**src/rtl/audio_dac_serializer.sv**
```systemverilog
// I2S / left-justified 16-bit stereo DAC serializer with a one-entry sample holding register.
// Bit clock is derived from CLOCK_50; data and word select change on bit-clock falling edges.
module audio_dac_serializer #(
    parameter int unsigned BCLK_HALF = 16,
    parameter int unsigned I2S_MODE  = 1
) (
    input  logic        CLOCK_50,
    input  logic        Reset,
    input  logic        enable,
    input  logic [15:0] sample_L,
    input  logic [15:0] sample_R,
    input  logic        sample_valid,
    output logic        sample_ready,
    output logic        AUD_BCLK,
    output logic        AUD_DACLRCK,
    output logic        AUD_DACDAT,
    output logic        underrun
);

    logic [7:0]  r_div_cnt;
    logic [4:0]  r_bit_cnt;
    logic        r_bclk;
    logic        r_lrck;
    logic        r_dat;
    logic        r_underrun;
    logic        r_hold_full;
    logic [15:0] r_hold_L;
    logic [15:0] r_hold_R;
    logic [15:0] r_act_L;
    logic [15:0] r_act_R;

    logic        w_div_wrap;
    logic        w_fall;
    logic        w_frame_load;
    logic        w_xfer;
    logic [4:0]  w_slot;
    logic [3:0]  w_idx;
    logic [15:0] w_next_L;
    logic [15:0] w_next_R;
    logic        w_next_dat;

    assign w_div_wrap   = (r_div_cnt == 8'(BCLK_HALF - 1));
    assign w_fall       = enable & w_div_wrap & r_bclk;
    assign w_slot       = r_bit_cnt + 5'd1;
    assign w_frame_load = w_fall & (r_bit_cnt == 5'd31);
    assign w_xfer       = sample_valid & ~r_hold_full;

    assign w_next_L = (w_frame_load & r_hold_full) ? r_hold_L : r_act_L;
    assign w_next_R = (w_frame_load & r_hold_full) ? r_hold_R : r_act_R;

    // Bit index within the 16-bit word: I2S uses 16-s / 32-s (== -s mod 16),
    // left-justified uses 15-s / 31-s (== ~s mod 16).
    always_comb begin
        w_next_dat = 1'b0;
        w_idx      = '0;
        if (I2S_MODE != 0) begin
            w_idx = 4'd0 - w_slot[3:0];
            if (w_slot == 5'd0) begin
                // Pre-load active R still holds the previous frame's LSB.
                w_next_dat = r_act_R[0];
            end else if (w_slot <= 5'd16) begin
                w_next_dat = w_next_L[w_idx];
            end else begin
                w_next_dat = w_next_R[w_idx];
            end
        end else begin
            w_idx = ~w_slot[3:0];
            if (w_slot[4]) begin
                w_next_dat = w_next_R[w_idx];
            end else begin
                w_next_dat = w_next_L[w_idx];
            end
        end
    end

    always_ff @(posedge CLOCK_50 or posedge Reset) begin
        if (Reset) begin
            r_div_cnt  <= '0;
            r_bit_cnt  <= '0;
            r_bclk     <= 1'b0;
            r_lrck     <= 1'b0;
            r_dat      <= 1'b0;
            r_underrun <= 1'b0;
            r_act_L    <= '0;
            r_act_R    <= '0;
        end else if (!enable) begin
            r_div_cnt  <= '0;
            r_bit_cnt  <= '0;
            r_bclk     <= 1'b0;
            r_lrck     <= 1'b0;
            r_dat      <= 1'b0;
            r_underrun <= 1'b0;
            r_act_L    <= '0;
            r_act_R    <= '0;
        end else begin
            r_underrun <= 1'b0;
            if (w_div_wrap) begin
                r_div_cnt <= '0;
                r_bclk    <= ~r_bclk;
            end else begin
                r_div_cnt <= r_div_cnt + 8'd1;
            end
            if (w_fall) begin
                r_bit_cnt <= w_slot;
                r_lrck    <= w_slot[4];
                r_dat     <= w_next_dat;
            end
            if (w_frame_load) begin
                r_act_L    <= w_next_L;
                r_act_R    <= w_next_R;
                r_underrun <= ~r_hold_full;
            end
        end
    end

    always_ff @(posedge CLOCK_50 or posedge Reset) begin
        if (Reset) begin
            r_hold_full <= 1'b0;
            r_hold_L    <= '0;
            r_hold_R    <= '0;
        end else if (w_frame_load & r_hold_full) begin
            r_hold_full <= 1'b0;
        end else if (w_xfer) begin
            r_hold_full <= 1'b1;
            r_hold_L    <= sample_L;
            r_hold_R    <= sample_R;
        end
    end

    assign sample_ready = ~r_hold_full;
    assign AUD_BCLK     = r_bclk;
    assign AUD_DACLRCK  = r_lrck;
    assign AUD_DACDAT   = r_dat;
    assign underrun     = r_underrun;

endmodule

```
**config.mk**
```make
export PLATFORM = sky130hd
export DESIGN_NAME = audio_dac_serializer
export DESIGN_NICKNAME = d
export VERILOG_FILES = /design/src/rtl/audio_dac_serializer.sv
export SDC_FILE = /design/constraint.sdc
export NUM_CORES = 1
export LEC_CHECK = 0
export ABC_AREA = 1
export BUFFER_PORTS_ARGS = -buffer_cell sky130_fd_sc_hd__buf_2
export CORE_MARGIN = 2
export CORE_UTILIZATION = 40
export DETAILED_ROUTE_END_ITERATION = 10
export GPL_TIMING_DRIVEN = 0
export SETUP_SLACK_MARGIN = 0.05
export SLEW_MARGIN = 20
export SYNTH_ARGS = -nofsm -noshare
export SYNTH_HDL_FRONTEND = slang
export SYNTH_SLANG_ARGS = --single-unit
```
**constraint.sdc**
```tcl
create_clock -name CLOCK_50 -period 2.7 [get_ports CLOCK_50]
set_input_delay 0.81 -clock CLOCK_50 [delete_from_list [all_inputs] [get_ports CLOCK_50]]
set_output_delay 0.81 -clock CLOCK_50 [all_outputs]
set_load 0.005 [all_outputs]
```
==> results.md <==
* Worst-path clk slew at around 0.08 ns
* Post-synth top flop: dfrtp_1
* CP arrival at 2.62 ns
* Die X at about 100 um
* Global-route wire length before repair at 14.5 mm
* Starting DRT DRC Count at 184
* Post-cts repair resize count at 0
* Gr usage total at ~18%
* Slowest cell delay on critical path at just over 0.4 ns
* Syn_nets at 504
* Worst hold slack at approximately 0.43 ns
* CTS Buf Count at 9
* Worst-path fanout max at 10
* Nets at 557
* Leading cell type by number of instances after synthesis: nand2_1
* Largest area contributor in the netlist: dfrtp_1
* Die area at 10300 um2
* WL/cell at 13.0 um
* I/O Pins at 41
* Leak at roughly 0.0023 uW
* DR vias/cell at 4.75
* Yosys top cell area share at 53.1%
* Syn_area_per_cell at between 8 and 9 um2
* Final setup fails at 0
* Pin count of the biggest net entering global routing at 27
* Worst reg2reg setup slack at roughly 0.33 ns
* Max-Cap Viols at 0
* Number of synthesized register bits at slightly above 80
* RSZ-0062 raised after global routing: no
* CP dominant cell by count: nand2_1
* Synthesized area at 3810 um2
* Crit end category: register
* List of most frequent post-synthesis cells: nand2_1, dfrtp_1, nor2_1
* Port Buffers at 40
* EDFF count, synth at 0
* Core ar. at 9240 um2
* Worst-Skew Late Latency at around 0.36 ns
* Post-CTS Repair Setup Buffers at 0
* Relative slew slack at ~58%
* Root Buffer: clkbuf_8
* Tightest Hold Check Type: primary input to async pin
* Share of cells above drive strength 1 at 17.6%
* Synth warn at 0
* Final min period at 2.37 ns
* Overflow after GRT at 0
* CP Launch Type: register
* Post-detail-place hpwl at about 6.1 mm
* Sequential share of the synthesized area at 53.1%
* Initial antenna violation count at 0
* Worst path required time at slightly below 3 ns
* H-Tree Depth at 3
* Chip height at 102 um
* Pins over their slew limit at 0
* Worst vdd ir at 0.000271 V
* Status: finished clean
* Total power at approximately 2200 uW
* Initial core utilization at 41.3%
* GR peak layer: met2
* Period utilization at 87.7%
* Final WL at 8.50 mm
* Slew @ Worst Pin at 0.633 ns
* Clock net sink count at 81
* Post-synth ARST share at between 90% and 100%
* Yosys cell types at 29
* Area Growth Syn to Fin at 16.8%
* Crit path kind: register to register
* Endpoints failing hold at 0
* Clk_skew at 0.0100 ns
* Met3 Use GR at 4.76%
* CTS tree: built
* Final GP Congestion at 0.857
* Setup TNS at 0 ns
* # DRC at 0
* CP max stage cell: dfrtp_1
* Diode count at 0
* Hold Buf Count CTS at 0
* DR pass1 iterations at 4
* FMAX at 422 MHz
* Vias at 3097
* GR Layer Usage met1 at 24.5%
* Ranking of synthesized cells by area: dfrtp_1, nand2_1, nor2_1, inv_1, nand3_1
* Clock Tree Buf Depth at 2
* Critical-path cell list: ha_1, nand2_1, nor2_1, ha_1, nand4_2, inv_2, buf_6, nand2_1, nand3_1, nand3_1, nand2_1, nand2_1, nand2_1, nand3_1, nand3_1, nand2_1
* Antenna Nets Post-Route at 0
* GR Layer Usage met2 at 28.5%
* Rows at 35
* PwrDens at 498 nW/um2
* Mapped Cells at 465
* Vias in the first global route at 3050
==> critical path, delay by kind of cell, from the launching register on <==
family | cells | cell delay [ns]
adders and majority gates | 2 | 0.43
buffers and inverters | 2 | 0.36
DFF | 1 | 0.41
and+or+nand+nor | 12 | 1.03
==> report_power, final <==
group | total, uW | switching [uW] | leakage, uW | internal, uW
clock network | 919 | 465 | 0.0000985 | 454
registers | 1220 | 2.75 | 0.00103 | 1220
logic | 83.1 | 49.3 | 0.00121 | 33.8
==> cell usage in the layout, fill, tap and decap left out, drive strengths merged <==
| cell | instances |
|---|---|
| nand2 | 111 |
| dfrtp | 81 |
| nor2 | 73 |
| inv | 59 |
| buf | 50 |
| nand3 | 43 |
| a21oi | 33 |
| clkbuf | 19 |
| mux2 | 13 |
| o21ai | 13 |
| nor3 | 5 |
| clkinv | 4 |
| clkinvlp | 3 |
| ha | 3 |
| o22ai | 2 |
| xor2 | 2 |
| and3 | 2 |
| nand4 | 1 |
| nand3b | 1 |
| xnor2 | 1 |
| or2 | 1 |
| o31ai | 1 |
| a22o | 1 |
| bufinv | 1 |
==> final timing paths <==
kind                                end  cells after the start          from
min in group CLOCK_50      r_div_cnt[0]                      1  r_div_cnt[0]
hold / removal             r_hold_L[11]                      2         Reset
setup reg to reg             AUD_DACDAT                     16  r_bit_cnt[0]
setup / recovery             AUD_DACDAT                     16  r_bit_cnt[0]
max in group asynchronous  r_bit_cnt[1]                      4         Reset
hold reg to reg            r_div_cnt[0]                      1  r_div_cnt[0]
==> cells by family after synthesis <==
group,Yosys count,share of synthesized area (%)
simple gates,237,26.2
flops,81,53.1
buf+inv,78,8.07
compound gates,50,7.08
mux,13,3.84
xor+xnor,3,0.689
fa+ha+maj,3,0.984
==> per-layer routing <==
layer  share of wire [%]  vias up
met5                   0        -
met4                 2.3        0
met3                 4.6       16
met2                  46       57
met1                  47     1460
li1                    -     1564
==> state kept, by name, summed over array words and instances (netlist names) <==
name         cells
AUD_BCLK         1
AUD_DACDAT       1
r_act_L         16
r_act_R         16
r_bit_cnt        5
r_div_cnt        8
r_hold_L        16
r_hold_R        16
r_hold_full      1
underrun         1
==> metrics by stage <==
stage	setup slack, ns	utilization [%]	instances	instance area (um2)
after detailed placement	0.157	46.1	637	4260
after global placement	0.153	45.2	634	4180
after global routing	0.0800	48.2	652	4460
after floorplan	0.662	-	465	3820
after CTS	0.227	48.3	653	4460
final	0.333	48.2	652	4460
==> cell type report <==
class                           count  area [um2]
Sequential cell                    81        2030
Multi-Input combinational cell    306        1480
Buffer                             16        75.1
Clock buffer                       10         138
Clock inverter                      6        67.6
Timing Repair Buffer               43         275
Tap cell                          129         161
Inverter                           61         233
Fill cell                         962        4780
Power figures use the tool's default switching activity.
